$ cat src/rtl/k_lpf_tdm_scheduler.sv
// Time-shared single-pole low-pass filter for N_CH channels: one sample strobe
// starts a frame that updates one channel per clock, then pulses out_valid.
module k_lpf_tdm_scheduler #(
  parameter int N_CH = 4,
  parameter int K    = 26
) (
  input  logic                 clk_i,
  input  logic                 reset_i,
  input  logic                 enable_i,
  input  logic                 sample_strobe_i,
  input  logic [16*N_CH-1:0]   x_bus_i,
  input  logic [N_CH-1:0]      ch_clear_i,
  output logic [16*N_CH-1:0]   y_bus_o,
  output logic                 out_valid_o,
  output logic                 busy_o,
  output logic                 overrun_o
);

  localparam int IDXW = (N_CH > 1) ? $clog2(N_CH) : 1;
  localparam logic [0:0] S_IDLE = 1'b0;
  localparam logic [0:0] S_RUN  = 1'b1;
  localparam logic signed [47:0] INIT48 = 48'sh2000_0000_0000;
  localparam logic [15:0] INIT16 = 16'h2000;
  localparam logic [IDXW-1:0] LAST_IDX = IDXW'(N_CH-1);

  logic [0:0]          state_q, state_d;
  logic [IDXW-1:0]     idx_q, idx_d;
  logic                busy_q, busy_d;
  logic                out_valid_q, out_valid_d;
  logic                overrun_q, overrun_d;
  logic [16*N_CH-1:0]  xbuf_q, xbuf_d;
  logic [N_CH-1:0]     pend_q, pend_d;

  logic signed [47:0]  xp_q [N_CH];
  logic signed [47:0]  yf_q [N_CH];
  logic [15:0]         yout_q [N_CH];

  logic [N_CH-1:0]     slot_s;
  logic                clr_s;
  logic signed [15:0]  xc_s;
  logic signed [47:0]  xp_sel_s, yf_sel_s, w1_s, s_s, yn_s;

  // Select the channel being processed this cycle and compute its update.
  always_comb begin
    xc_s     = 16'sh0000;
    xp_sel_s = 48'sh0;
    yf_sel_s = 48'sh0;
    slot_s   = {N_CH{1'b0}};
    for (int c = 0; c < N_CH; c++) begin
      slot_s[c] = (state_q == S_RUN) && (idx_q == IDXW'(c));
      xc_s      = slot_s[c] ? xbuf_q[16*c +: 16] : xc_s;
      xp_sel_s  = slot_s[c] ? xp_q[c] : xp_sel_s;
      yf_sel_s  = slot_s[c] ? yf_q[c] : yf_sel_s;
    end
    clr_s = |(slot_s & (pend_q | ch_clear_i));
    w1_s  = {xc_s, 32'h0000_0000};
    s_s   = (w1_s + xp_sel_s) >>> K;
    yn_s  = yf_sel_s + s_s - (yf_sel_s >>> (K-1));
  end

  // Frame sequencing, clear bookkeeping and status flags.
  always_comb begin
    state_d     = state_q;
    idx_d       = idx_q;
    busy_d      = busy_q;
    out_valid_d = 1'b0;
    overrun_d   = overrun_q;
    xbuf_d      = xbuf_q;
    pend_d      = (pend_q | ch_clear_i) & ~slot_s;
    case (state_q)
      S_IDLE: begin
        if (sample_strobe_i && enable_i) begin
          xbuf_d  = x_bus_i;
          idx_d   = {IDXW{1'b0}};
          state_d = S_RUN;
          busy_d  = 1'b1;
        end else begin
          busy_d  = 1'b0;
        end
      end
      S_RUN: begin
        if (sample_strobe_i && enable_i) begin
          overrun_d = 1'b1;
        end else begin
          overrun_d = overrun_q;
        end
        if (idx_q == LAST_IDX) begin
          state_d     = S_IDLE;
          idx_d       = {IDXW{1'b0}};
          busy_d      = 1'b0;
          out_valid_d = 1'b1;
        end else begin
          idx_d       = idx_q + IDXW'(1'b1);
        end
      end
      default: begin
        state_d = S_IDLE;
        idx_d   = {IDXW{1'b0}};
        busy_d  = 1'b0;
      end
    endcase
  end

  // Control registers.
  always_ff @(posedge clk_i) begin
    if (reset_i) begin
      state_q     <= S_IDLE;
      idx_q       <= {IDXW{1'b0}};
      busy_q      <= 1'b0;
      out_valid_q <= 1'b0;
      overrun_q   <= 1'b0;
      xbuf_q      <= {16*N_CH{1'b0}};
      pend_q      <= {N_CH{1'b0}};
    end else begin
      state_q     <= state_d;
      idx_q       <= idx_d;
      busy_q      <= busy_d;
      out_valid_q <= out_valid_d;
      overrun_q   <= overrun_d;
      xbuf_q      <= xbuf_d;
      pend_q      <= pend_d;
    end
  end

  // Per-channel filter state; only the channel in its slot is written.
  always_ff @(posedge clk_i) begin
    for (int c = 0; c < N_CH; c++) begin
      if (reset_i || (slot_s[c] && clr_s)) begin
        xp_q[c]   <= INIT48;
        yf_q[c]   <= INIT48;
        yout_q[c] <= INIT16;
      end else if (slot_s[c]) begin
        xp_q[c]   <= w1_s;
        yf_q[c]   <= yn_s;
        yout_q[c] <= yn_s[47:32];
      end
    end
  end

  // Pack the held outputs onto the bus.
  always_comb begin
    y_bus_o = {16*N_CH{1'b0}};
    for (int c = 0; c < N_CH; c++) begin
      y_bus_o[16*c +: 16] = yout_q[c];
    end
  end

  assign out_valid_o = out_valid_q;
  assign busy_o      = busy_q;
  assign overrun_o   = overrun_q;

endmodule

$ cat config.mk
export PLATFORM = sky130hd
export DESIGN_NAME = k_lpf_tdm_scheduler
export DESIGN_NICKNAME = d
export VERILOG_FILES = /design/src/rtl/k_lpf_tdm_scheduler.sv
export SDC_FILE = /design/constraint.sdc
export NUM_CORES = 1
export LEC_CHECK = 0
export ABC_AREA = 1
export BUFFER_PORTS_ARGS = -buffer_cell sky130_fd_sc_hd__buf_4
export CAP_MARGIN = 20
export CORE_MARGIN = 1
export CORE_UTILIZATION = 50
export DETAILED_ROUTE_END_ITERATION = 8
export GPL_TIMING_DRIVEN = 0
export HOLD_SLACK_MARGIN = 0.15
export PLACE_DENSITY = 0.66
export RECOVER_POWER = 100
export SLEW_MARGIN = 20
export SYNTH_ARGS = -nofsm -noshare
export SYNTH_HDL_FRONTEND = slang
export SYNTH_SLANG_ARGS = --single-unit
$ cat constraint.sdc
create_clock -name clk_i -period 6.5 [get_ports clk_i]
set_input_delay 0.65 -clock clk_i [delete_from_list [all_inputs] [get_ports clk_i]]
set_output_delay 0.65 -clock clk_i [all_outputs]
set_load 0.005 [all_outputs]
-- Word level (Yosys, flattened, before mapping)
Memories as Yosys holds them, arrays and structs flattened.
Cells that the tools add are included.
- shifts and indexed selects: 0
- magnitude comparators: 0
- $mul: 0
- multiplexer cells: 53
- divide/modulo/power cells: 0
- bitwise gates (word level): 17
- add/sub/neg operators: 4
- equality and inequality tests: 5
- reductions and logical operators: 18
- operators by type and width (operator ; count):
    $mux W48 ; 12
    $mux W16 ; 12
    $add A48 B22 Y48 ; 1
    $add A48 B48 Y48 ; 1
    $sub A48 B23 Y48 ; 1
    $mux W1 ; 24
    $or A1 B1 Y1 ; 12
    $logic_and A1 B1 Y1 ; 9
    $and A4 B4 Y4 ; 2
    $eq A2 B2 Y1 const B ; 2
    $logic_or A1 B1 Y1 ; 4
    $mux W2 ; 2
    $not A4 Y4 ; 1
    $or A4 B4 Y4 ; 1
    $pmux W1 S2 ; 2
    $pmux W2 S2 ; 1
    $reduce_and A2 Y1 ; 2
    $reduce_or A4 Y1 ; 1
    $add A2 B1 Y2 const B ; 1
    $eq A2 B1 Y1 const B ; 1
    $logic_not A2 Y1 ; 1
    $ne A2 B1 Y1 const B ; 1
    $ne A2 B2 Y1 const B ; 1
    $reduce_or A2 Y1 ; 1
    $not A1 Y1 ; 1
- memories kept: 3
- flip-flop bits (word level): 74
- word-level logic and storage cells: 107
- bits in latches: 0
- bits of input ports: 72
- bits in writable memories: 320
- bits in read-only memories: 0
- memory list (memory ; depth ; bits a word ; rd ports ; clocked after Yosys merged registers in ; wr ports ; RTL line ; source):
    yf_q ; 4 ; 48 ; 4 ; 0 ; 4 ; 35 ; logic signed [47:0] yf_q [N_CH];
    xp_q ; 4 ; 16 ; 4 ; 0 ; 4 ; 34 ; logic signed [47:0] xp_q [N_CH];
    yout_q ; 4 ; 16 ; 4 ; 0 ; 4 ; 36 ; logic [15:0] yout_q [N_CH];

-- Depth between registers and ports, before layout
- depth in word-level cells: 10
- depth in mapped cells: 37
- depth with buffers taken out: 36

-- Least setup slack after synthesis
Ideal clock, no wire load.
- path kind: register to register
- from: reg idx_q[0]
- to: mem yf_q[2][42] (data pin)
- data arrival time: 5.232 ns
- cell stages (with the launch flop): 32
- library setup time: 0.266 ns
- path slack: 1.002 ns
- period minus slack after synthesis: 5.498 ns
- path through: dfxtp_1 > inv_1 > ha_1 > nand2_1 > buf_2 > clkbuf_1 > clkbuf_1 > nand2_1 > o21ai_0 > a21oi_1 > ha_1 > or2_2 > nand3_1 > nand2_1 > a21oi_1 > nand3_1 > nand2_2 > inv_1 > fa_1 > inv_1 > ha_1 > nand2_1 > nor2_1 > inv_1 > nor2_1 > inv_1 > nor3_1 > nand2_1 > nand3_1 > nand2_1 > nand2_1 > nor2_1
- RTL lines (item ; RTL line ; source):
    start, declared ; 27 ; logic [IDXW-1:0] idx_q, idx_d;
    start signal, assigned ; 108 ; idx_q <= {IDXW{1'b0}};
    start signal, assigned ; 116 ; idx_q <= idx_d;
    end, declared ; 35 ;

==> insert_results.sql <==
INSERT INTO impl_metrics (metric_group, metric, value, unit) VALUES
('status', 'status', 'complete, no violations', ''),
('pwr', 'leakage', '10.2', 'nW'),
('timing', 'slew-limit-headroom', '27.8', '%'),
('synth', 'synth-seq-cells', '330', ''),
('floorplanning', 'core_area', '37900', 'um2'),
('timing', 'rsz0062_at_grt', 'true', ''),
('floorplanning', 'die_width', '199', 'um'),
('critical_path', 'worst_r2r_path_depth', '29', ''),
('synth', 'synthesis.yosys.warnings', '0', ''),
('routing', 'number_of_iterations_in_the_first_detailed_routing_pass', '6', ''),
('timing', 'tightestPinTransition', '1.08', 'ns'),
('clock_tree', 'numClockSinks', '330', ''),
('routing', 'detail_route.vias_per_cell', '5.68', ''),
('grt', 'grt_remaining_overflow', '0', ''),
('synth', 'synth.net_count', '2476', ''),
('synth', 'yosys.area.top_type', 'sky130_fd_sc_hd__edfxtp_1', ''),
('clock_tree', 'cell_chosen_for_the_clock_root', 'sky130_fd_sc_hd__clkbuf_16', ''),
('timing', 'clock.fmax', '0.161', 'GHz'),
('pwr', 'max-vdd-ir-drop', '0.000273', 'V'),
('synth', 'synth_top_area_share', '39.7', '%'),
('critical_path', 'startpoint', 'idx_q[0]$_SDFFE_PP0P_', ''),
('synth', 'syn_area_per_cell', '8.46', 'um2'),
('timing', 'worst_clock_skew', '0.0164', 'ns'),
('routing', 'routedWlPerCell', '22.8', 'um'),
('clock_tree', 'worstSkewPairLatency', '0.57', 'ns'),
('timing', 'finalSetupViolations', '0', ''),
('critical_path', 'crit_required', '6.81', 'ns'),
('place', 'dp_hpwl', '51.8', 'mm'),
('floorplanning', 'pin_count', '139', ''),
('synth', 'synth_simple_gate_area_share', '20.0', '%'),
('grt', 'grt_start_max_net_pins', '41', ''),
('finish', 'flow.area_growth_from_synthesis', '18.7', '%'),
('finish', 'diodes', '0', ''),
('timing', 'timing.hold.ws', '0.278', 'ns'),
('finish', 'proportion_of_layout_cells_with_a_drive_suffix_above_1', '16.6', '%'),
('synth', 'synthMuxAreaShare', '0', '%'),
('synth', 'dominant_cell_by_count_in_the_synthesized_netlist', 'sky130_fd_sc_hd__nor2_1', ''),
('min_path', 'worstHoldPathType', 'input pin to register', ''),
('place', 'io_buffer_count', '138', ''),
('place', 'gp_congestion', '1.02', ''),
('routing', 'drt_iter0_drc', '1557', ''),
('synth', 'ys_seq_area_share', '47.3', '%'),
('routing', 'antenna_left', '0', ''),
('routing', 'detailroute.via_count', '17200', ''),
('critical_path', 'timing.critical_path.to_type', 'register', ''),
('synth', 'synth.top_cells.by_count', 'sky130_fd_sc_hd__nor2_1 (517), sky130_fd_sc_hd__nand2_1 (375), sky130_fd_sc_hd__edfxtp_1 (256)', ''),
('timing', 'slew_violations', '0', ''),
('critical_path', 'crit_path_max_fanout', '10', ''),
('grt', 'antenna_found_initial', '0', ''),
('critical_path', 'critPathMaxStageDelay', '0.76', 'ns'),
('clock_tree', 'clk_transition_reported_paths', '0.06', 'ns'),
('grt', 'global_route.usage.total', '35.4', '%'),
('floorplanning', 'chipHeight', '199', 'um'),
('synth', 'synth_compound_gate_area_share', '13.1', '%'),
('critical_path', 'startpoint_type', 'register', ''),
('synth', 'number_of_enable_flip_flop_cells_after_synthesis', '256', ''),
('clock_tree', 'cts_inserted_buffers', '38', ''),
('job', 'number_of_maximum_capacitance_constraint_violations', '0', ''),
('synth', 'synth_xor_area_share', '1.90', '%'),
('timing', 'timing.final.hold_violations', '0', ''),
('clock_tree', 'cts_htree_levels', '2', ''),
('floorplanning', 'row_count', '71', ''),
('synth', 'synth.lib_cells_used.distinct', '38', ''),
('place', 'placement_setup_slack', '-1.14', 'ns'),
('critical_path', 'timing_worst_setup_path_type', 'register to register', ''),
('routing', 'finalWirelength', '69.1', 'mm'),
('synth', 'largest_family_of_logic_cells_by_synthesized_area', 'simple AND/OR/NAND/NOR gates', ''),
('synth', 'top_cells_by_area_synth', 'sky130_fd_sc_hd__edfxtp_1 (40%), sky130_fd_sc_hd__nor2_1 (10%), sky130_fd_sc_hd__dfxtp_1 (7.7%), sky130_fd_sc_hd__nand2_1 (7.3%), sky130_fd_sc_hd__ha_1 (4.6%)', ''),
('timing', 'layout_worst_path_cycle_share', '95.8', '%'),
('pwr', 'power-per-cell-area', '308', 'nW/um2'),
('critical_path', 'critical_path.reg2reg.startpoint', 'idx_q[0]$_SDFFE_PP0P_', '');
## metrics by stage
stage	cell area [um2]	total power [mW]	util, %	TNS, ns	instances
6_report	23000	7.07	60.6	0	3025
5_1_grt	23000	7.36	60.6	-0.376	3025
4_1_cts	22700	6.97	59.9	0	3021
3_5_place_dp	21200	4.66	55.9	-94.34	2944
3_3_place_gp	21000	4.64	55.5	-83.02	2939
2_1_floorplan	19400	3.86	-	0	2290
## cell usage in the layout, fill, tap and decap left out, drive strengths merged
| cell | n |
|---|---|
| clkinvlp | 1 |
| fa | 43 |
| or2 | 2 |
| and2 | 4 |
| bufinv | 6 |
| nand2 | 379 |
| nand4 | 15 |
| o2111ai | 1 |
| nand3b | 6 |
| and3 | 1 |
| a31oi | 1 |
| nor3 | 9 |
| o31ai | 1 |
| o21bai | 10 |
| dfxtp | 74 |
| o21a | 7 |
| inv | 209 |
| o22a | 1 |
| edfxtp | 256 |
| nand3 | 50 |
| a21boi | 3 |
| o22ai | 18 |
| nand2b | 1 |
| xor2 | 14 |
| clkbuf | 96 |
| nor2 | 518 |
| buf | 266 |
| clkinv | 14 |
| a22oi | 52 |
| o21ai | 163 |
| xnor2 | 28 |
| a21o | 3 |
| a21oi | 177 |
| a311oi | 14 |
| ha | 71 |
## metal layers
metal	GRT usage, %	share of wire [%]
met1	48.6	42
met2	55.6	45
met3	6.38	8.3
met4	13.8	3.9
met5	0	0
## kinds of logic (layout without fill, tap and decap cells)
group           Yosys count  after routing
xor+xnor                 42             42
compound gates          451            451
buf+inv                 368            592
flops                   330            330
simple gates            985            985
fa+ha+maj               114            114
## worst min path at each step
stage / from / end / depth (start not counted)
floorplan: xbuf_q[34]$_SDFFE_PP0P_ / xbuf_q[34]$_SDFFE_PP0P_ / 2
global placement: xbuf_q[33]$_SDFFE_PP0P_ / xbuf_q[33]$_SDFFE_PP0P_ / 2
detailed placement: overrun_o$_SDFFE_PP0P_ / overrun_o$_SDFFE_PP0P_ / 2
CTS: reset_i / overrun_o$_SDFFE_PP0P_ / 2
global route: reset_i / out_valid_o$_SDFF_PP0_ / 2
finish: reset_i / idx_q[1]$_SDFFE_PP0P_ / 2
## power by group
group | switching [mW] | total, mW | internal (mW)
Combinational | 1.65 | 2.33 | 0.683
Sequential | 0.0452 | 2.44 | 2.39
Clock | 0.922 | 2.30 | 1.38
## flip-flops by register name, summed over array words and instances, names as in the netlist
signal	flops
yout_q	48
xbuf_q	64
idx_q	2
yf_q	144
state_q	1
xp_q	64
out_valid_o	1
busy_o	1
overrun_o	1
pend_q	4
## layout make-up
| type | count | area [um2] | share of cell area (%) |
|---|---|---|---|
| Inverter | 209 | 788 | 3.43 |
| Clock buffer | 48 | 1040 | 4.52 |
| Multi-Input combinational cell | 1592 | 8820 | 38.4 |
| Buffer | 159 | 983 | 4.28 |
| Clock inverter | 21 | 285 | 1.24 |
| Tap cell | 511 | 639 | 2.78 |
| Timing Repair Buffer | 155 | 1260 | 5.48 |
| Sequential cell | 330 | 9170 | 39.9 |
## worst max-delay path, delay by kind of cell, from the launching register on
family | cells | cell delay [ns]
buffers and inverters | 9 | 1.69
AOI/OAI and AO/OA | 3 | 0.76
DFF | 1 | 0.39
xor gates and xnor gates | 1 | 0.21
and+or+nand+nor | 12 | 1.66
adders and majority gates | 4 | 1.25
## what timing repair did
item | CTS | global route
pin swaps | 5 | 7
resized for setup | 47 | 87
setup endpoints to repair | 132 | 120
setup buffers | 8 | 4
Power figures use the tool's default switching activity.
